### config.mk
export PLATFORM = sky130hd
export DESIGN_NAME = matrix_scan
export DESIGN_NICKNAME = d
export VERILOG_FILES = /design/src/rtl/matrix_scan.sv
export SDC_FILE = /design/constraint.sdc
export NUM_CORES = 1
export LEC_CHECK = 0
export ABC_AREA = 1
export CORE_AREA = 2 2 81 83
export CTS_BUF_LIST = sky130_fd_sc_hd__clkbuf_4
export DETAILED_ROUTE_END_ITERATION = 10
export DIE_AREA = 0 0 83 85
export PLACE_DENSITY = 0.71
export SLEW_MARGIN = 30
export SYNTH_ARGS = -nofsm -noshare
export SYNTH_HDL_FRONTEND = slang
export SYNTH_SLANG_ARGS = --single-unit
### constraint.sdc
create_clock -name clk_in -period 3.35 [get_ports clk_in]
set_input_delay 0.67 -clock clk_in [delete_from_list [all_inputs] [get_ports clk_in]]
set_output_delay 0.67 -clock clk_in [all_outputs]
set_load 0.03 [all_outputs]
### src/rtl/matrix_scan.sv
// ============================================================================
// Module  : matrix_scan
// Brief   : HUB75 64x32 1/16-scan controller with binary-coded modulation.
// Revision: 1.0
// ============================================================================
`default_nettype none

module matrix_scan #(
  parameter int FETCH_WAIT = 4,
  parameter int BASE_TICKS = 8,
  parameter int PLANES     = 5
) (
  input  logic        clk_in,
  input  logic        reset,
  input  logic [15:0] rgb565_top,
  input  logic [15:0] rgb565_bottom,
  output logic [5:0]  column_address,
  output logic [3:0]  row_address,
  output logic        pixel_load_start,
  output logic [2:0]  rgb1,
  output logic [2:0]  rgb2,
  output logic        hub75_clk,
  output logic        hub75_latch,
  output logic        hub75_oe_n,
  output logic [3:0]  row_select,
  output logic        frame_start
);

  localparam int c_PLANE_W   = (PLANES > 1) ? $clog2(PLANES) : 1;
  localparam int c_FCNT_W    = (FETCH_WAIT > 0) ? $clog2(FETCH_WAIT + 1) : 1;
  localparam int c_MAX_TICKS = BASE_TICKS << (PLANES - 1);
  localparam int c_TIMER_W   = $clog2(c_MAX_TICKS + 1);

  localparam logic [2:0] c_FETCH     = 3'd0;
  localparam logic [2:0] c_SHIFT_LO  = 3'd1;
  localparam logic [2:0] c_SHIFT_HI  = 3'd2;
  localparam logic [2:0] c_WAIT_DISP = 3'd3;
  localparam logic [2:0] c_BLANK     = 3'd4;
  localparam logic [2:0] c_LATCH     = 3'd5;
  localparam logic [2:0] c_UNBLANK   = 3'd6;

  localparam logic [c_FCNT_W-1:0]  c_FETCH_LAST = c_FCNT_W'(FETCH_WAIT);
  localparam logic [c_PLANE_W-1:0] c_PLANE_LAST = c_PLANE_W'(PLANES - 1);
  localparam logic [c_TIMER_W-1:0] c_BASE       = c_TIMER_W'(BASE_TICKS);

  logic [2:0]           r_state;
  logic [c_FCNT_W-1:0]  r_fcnt;
  logic [5:0]           r_col;
  logic [3:0]           r_row;
  logic [c_PLANE_W-1:0] r_plane;
  logic [c_TIMER_W-1:0] r_timer;
  logic [2:0]           r_rgb1;
  logic [2:0]           r_rgb2;
  logic [3:0]           r_row_sel;

  logic [3:0] w_pidx;
  logic [2:0] w_top_bits;
  logic [2:0] w_bot_bits;
  logic       w_last_plane;
  logic       w_unused;

  // Green LSB (bit 5) never reaches the panel: green is reduced to 5 bits.
  assign w_pidx       = 4'(r_plane);
  assign w_top_bits   = {rgb565_top[w_pidx], rgb565_top[4'd6 + w_pidx], rgb565_top[4'd11 + w_pidx]};
  assign w_bot_bits   = {rgb565_bottom[w_pidx], rgb565_bottom[4'd6 + w_pidx],
                         rgb565_bottom[4'd11 + w_pidx]};
  assign w_last_plane = (r_plane == c_PLANE_LAST);
  assign w_unused     = rgb565_top[5] ^ rgb565_bottom[5];

  always_ff @(posedge clk_in or posedge reset) begin
    if (reset) begin
      r_state   <= c_FETCH;
      r_fcnt    <= '0;
      r_col     <= '0;
      r_row     <= '0;
      r_plane   <= '0;
      r_timer   <= '0;
      r_rgb1    <= '0;
      r_rgb2    <= '0;
      r_row_sel <= '0;
    end else begin
      // Display timer runs independently so display of one plane overlaps shifting of the next.
      if (r_state == c_UNBLANK) begin
        r_timer <= c_BASE << r_plane;
      end else if (r_timer != '0) begin
        r_timer <= r_timer - 1'b1;
      end

      case (r_state)
        c_FETCH: begin
          if (r_fcnt == c_FETCH_LAST) begin
            r_fcnt  <= '0;
            r_rgb1  <= w_top_bits;
            r_rgb2  <= w_bot_bits;
            r_state <= c_SHIFT_LO;
          end else begin
            r_fcnt <= r_fcnt + 1'b1;
          end
        end
        c_SHIFT_LO: r_state <= c_SHIFT_HI;
        c_SHIFT_HI: begin
          if (r_col == 6'd63) begin
            r_state <= c_WAIT_DISP;
          end else begin
            r_col   <= r_col + 1'b1;
            r_state <= c_FETCH;
          end
        end
        c_WAIT_DISP: begin
          if (r_timer == '0) begin
            r_state <= c_BLANK;
          end
        end
        c_BLANK: r_state <= c_LATCH;
        c_LATCH: begin
          r_row_sel <= r_row;
          r_state   <= c_UNBLANK;
        end
        c_UNBLANK: begin
          if (w_last_plane) begin
            r_plane <= '0;
            r_row   <= r_row + 1'b1;
          end else begin
            r_plane <= r_plane + 1'b1;
          end
          r_col   <= '0;
          r_state <= c_FETCH;
        end
        default: r_state <= c_FETCH;
      endcase
    end
  end

  // Gated by reset so the request stays low while held in reset yet fires in the first cycle after.
  assign pixel_load_start = (r_state == c_FETCH) && (r_fcnt == '0) && !reset;
  assign column_address   = r_col;
  assign row_address      = r_row;
  assign rgb1             = r_rgb1;
  assign rgb2             = r_rgb2;
  assign hub75_clk        = (r_state == c_SHIFT_HI);
  assign hub75_latch      = (r_state == c_LATCH);
  assign hub75_oe_n       = (r_timer == '0);
  assign row_select       = r_row_sel;
  assign frame_start      = (r_state == c_UNBLANK) && (r_row == 4'd15) && w_last_plane;

endmodule

`default_nettype wire

Word-level counts from Yosys, hierarchy flattened:

Index checks and enable logic that the tools add are counted.
Widths: inputs -> output; s select.

* word-level logic and storage cells: 70
* bits in writable memories: 0
* input bits: 34
* memories: 0
* register bits: 37
* bits in latches: 0
* output and inout port bits: 25
* memory bits (read-only): 0

* equal/unequal tests: 13
* muxes and demuxes: 22
* add/subtract/negate cells: 7
* div/mod/pow operators: 0
* magnitude comparators: 3
* shifts and indexed selects: 1
* reductions and logical operators: 15
* $mul: 0
* bitwise gates (word level): 0

Operators with widths (number)
* $pmux 3 s6: 1
* $bmux 1 s4: 4
* $mux 8: 2
* $eq 3x3->1 const B: 5
* $mux 3: 4
* $pmux 6 s2: 1
* $lt 4x5->1 const B: 2
* $logic_not 8->1: 1
* $reduce_and 2->1: 4
* $reduce_bool 8->1: 1
* $shl 4x3->8 const A: 1
* $sub 8x1->8 const B: 1
* $add 3x1->3 const B: 2
* $add 6x1->6 const B: 1
* $bmux 1 s3: 2
* $eq 3x2->1 const B: 2
* $eq 6x6->1 const B: 1
* $logic_not 3->1: 2
* $mux 1: 6
* $mux 6: 1
* $ne 2x2->1 const B: 3
* $lt 3x5->1 const B: 1
* $add 3x3->4 const A: 1
* $add 4x1->4 const B: 1
* 7 further kinds: 11

Longest topological paths before layout:

* depth in word-level cells: 3
* depth in mapped cells: 12
* gate-level depth less buffers: 9

Least setup slack after synthesis:

Ideal clock, no wire load.

* path type: flip-flop to output port
* from: register r_plane[1]
* to: output frame_start
* arrival: 2.235 ns
* stages on the path, launching flop included: 8
* path slack: 0.445 ns
* cell sequence: dfrtp_1 -> inv_1 -> buf_1 -> ha_1 -> nand2_1 -> nor2_2 -> nand2_1 -> nor3_1

* cells in the longest elaborated chain, start to end: 2

RTL lines
* start, declared: line 50 `logic [c_PLANE_W-1:0] r_plane;`
* start signal, assigned: line 124 `r_plane <= r_plane + 1'b1;`
* $eq 3x3->1: line 67 `assign w_last_plane = (r_plane == c_PLANE_LAST);`
* $logic_and 1x1->1: line 144 `assign frame_start = (r_state == c_UNBLANK) && (r_row == 4'd15) && w_last_plane;`
* end, declared: line 26 `output logic frame_start`

No other way between the ends.

Worst setup path in the final report:

Same ends and word-level chain as after synthesis.

==> results.toml <==
[timing]
skew_ps = 18.7
maxSlewViolCount = 0
setup_tns_ps = 0
finalWorstSetupSlack_ps = 498
fin_crit_sh_pct = 85.1
max-slew-margin-rel_pct = 65.0
setup_viol = 0
worstMarginPinSlew_ps = 525
layout_min_cycle_time_ps = 2850
rsz0062_at_grt = "no"
max_freq_mhz = 351
hold_viol = 0

[finish]
area_growth_pct = 27.9
final_cell_mix = "nand2_1, nand3_1, clkdlybuf4s50_1"
stdcell_count = 533
layout-drive-gt1-share_pct = 5.48
layout.nets = 504
n_fill_cell = 604
n_antenna_cell = 0
final_common_cell = "nand2_1"
fin_util_pct = 55.5

[routing]
wire_per_inst_um = 12.1
drcViolationCount = 0
vias_per_cell = 5.21
ant_nets = 0
via_count = 2778
first_pass_iters = 4
routed_wl_um = 6440
initialDrtViolationCount = 166

[worst_setup_path]
crit_path_start = "r_plane[1]$_DFFE_PP0P_"
cp_max_fo = 16
r2r_setup_slack_ps = 1120
endpoint = "frame_start"
r2r-end = "rgb2[0]$_DFFE_PP0P_"
rr_worst_depth = 9
critPathKind = "reg2out"
timing.rr.start = "r_plane[1]$_DFFE_PP0P_"
cp.arrival_ps = 2180
cp-start-kind = "flip-flop"
worst-endpoint-required_ps = 2680
critPathCaptureType = "primary output"

[clock_tree]
cts_tree = "yes"
cts-root-buf = "clkbuf_4"
clk_pin_slew_ps = 120
htreeDepth = 2
cts_buffers = 5
cts.sinks = 37
post_cts_buffers = 0
clk_latency_ps = 360
post_cts_resized = 0
clock_path_buffers = 2
cts_hold_buf = 0

[synthesis]
ys_types = 30
yosysWarningCount = 0
synth_area_per_cell_um2 = 6.75
synth_nets = 448
ys_seq_elements = 37
ys_seq_area_share_pct = 34.4
synth_area_um2 = 2690
synth_edf_count = 0
synthCells = 399
ys.flop_type = "dfrtp_1"
async_flop_share_pct = 100

[die]
dieArea_um2 = 7060
initial_core_util_pct = 43.4
die_height_um = 85
placement_rows = 29
fp.coreArea_um2 = 6200
die_x_um = 83
ios = 59

[grt]
grt.overflow.total = 0
grt_max_degree = 38
grt_pass1_wl_um = 11300
grt_pass1_vias = 2639
antenna_found_initial = 0
grt_use_total_pct = 19.2

[placed_design]
dp.cells = 525
dpl_worst_slack_ps = 718
dpl.hpwl_um = 4960
port_buffers = 58
gp_congestion = 0.914

[run_status]
status = "finished clean"

[power_and_ir_drop]
clkPwrFrac_pct = 41.7
power.total_uw = 955
p_sw_uw = 214
combPwrFrac_pct = 11.0
seqPwrFrac_pct = 47.3
peakVddDrop_mv = 0.225
swShare_pct = 22.4
power_density_nw_per_um2 = 277
p_leak_nw = 1.73
internal_power_uw = 741

[hold_path]
worstHoldPathType = "reg2reg"

[flow_run]
maxCapViolCount = 0
==> state kept, by name, summed over array words and instances (netlist names) <==
| signal | count |
|---|---|
| rgb2 | 3 |
| r_timer | 8 |
| rgb1 | 3 |
| row_address | 4 |
| column_address | 6 |
| r_plane | 3 |
| row_select | 4 |
| r_state | 3 |
| r_fcnt | 3 |
==> worst max-delay path, stage by stage, from the launching register on <==
cell	delay [ps]
dfrtp_1	600
inv_1	160
ha_1	170
nand2_1	120
nor2_2	280
nand2_1	120
nor3_1	180
buf_4	200
==> per-stage QoR <==
step	hold slack (ps)	area (um2)
5_1_grt	519	3440
3_5_place_dp	473	3340
4_1_cts	502	3440
3_3_place_gp	453	3340
2_1_floorplan	452	2690
6_report	495	3440
==> Yosys cell counts (2+ instances only) <==
cell | number | share of area, %
o21a_1 | 2 | 0.56
nor2_2 | 3 | 0.70
nand4_1 | 3 | 0.70
clkbuf_1 | 2 | 0.28
xnor2_1 | 2 | 0.65
nand3_1 | 81 | 15
dfrtp_1 | 37 | 34
ha_1 | 15 | 7.0
o21ai_0 | 19 | 3.5
buf_1 | 2 | 0.28
o31ai_1 | 2 | 0.56
buf_2 | 9 | 1.7
a21oi_1 | 8 | 1.5
xor2_1 | 6 | 2.0
inv_1 | 55 | 7.7
a31oi_1 | 2 | 0.46
inv_2 | 5 | 0.70
nor3_1 | 4 | 0.74
nand2_1 | 120 | 17
nor2_1 | 11 | 1.5
nand3b_1 | 2 | 0.56
==> final cells by class <==
type / instances / area, um2 / share of cell area, %
multi-input cells: 289 / 1480 / 43.0
flip-flops and latches: 37 / 926 / 26.9
repair buffers: 62 / 608 / 17.7
inverters: 60 / 225 / 6.54
well taps: 77 / 96.3 / 2.80
clock inverters: 3 / 68.8 / 2.00
clock buffers: 5 / 37.5 / 1.09
==> power by group through the flow <==
stage	registers (mW)	clock network [mW]	logic, mW
floorplan	0.468	0	0.0362
detailed placement	0.461	0	0.105
global placement	0.461	0	0.104
finish	0.452	0.398	0.105
global route	0.453	0.427	0.117
CTS	0.452	0.410	0.105
==> cells by family (layout without fill, tap and decap cells) <==
group                      after synthesis  after routing  share of synthesized area, %
DFF                                     37             37                          34.4
and+or+nand+nor                        228            228                          37.6
buffers and inverters                   73            130                          10.6
adders and majority gates               15             15                          6.97
AOI/OAI and AO/OA                       38             38                          7.90
xor gates and xnor gates                 8              8                          2.60
==> how the worst min path moves through the flow <==
stage                              start                         to  slack [ps]  cells after the start
4_1_cts              rgb2[1]$_DFFE_PP0P_        rgb2[1]$_DFFE_PP0P_         500                      2
5_1_grt        row_select[2]$_DFFE_PP0P_  row_select[2]$_DFFE_PP0P_         520                      2
6_report             rgb2[1]$_DFFE_PP0P_        rgb2[1]$_DFFE_PP0P_         500                      2
3_5_place_dp         rgb2[1]$_DFFE_PP0P_        rgb2[1]$_DFFE_PP0P_         470                      2
2_1_floorplan     r_timer[1]$_DFFE_PP0P_     r_timer[1]$_DFFE_PP0P_         450                      2
3_3_place_gp   row_select[0]$_DFFE_PP0P_  row_select[0]$_DFFE_PP0P_         450                      2
==> routing by layer <==
layer | vias to the layer above | GRT usage [%] | part of all wire, %
met3 | 13 | 3.60 | 6.1
met2 | 103 | 33.5 | 47
met4 | 0 | 7.45 | 2.2
met1 | 1265 | 23.5 | 44
li1 | 1397 | - | -
met5 | - | 0 | 0
(Power assumes the default switching activity.)
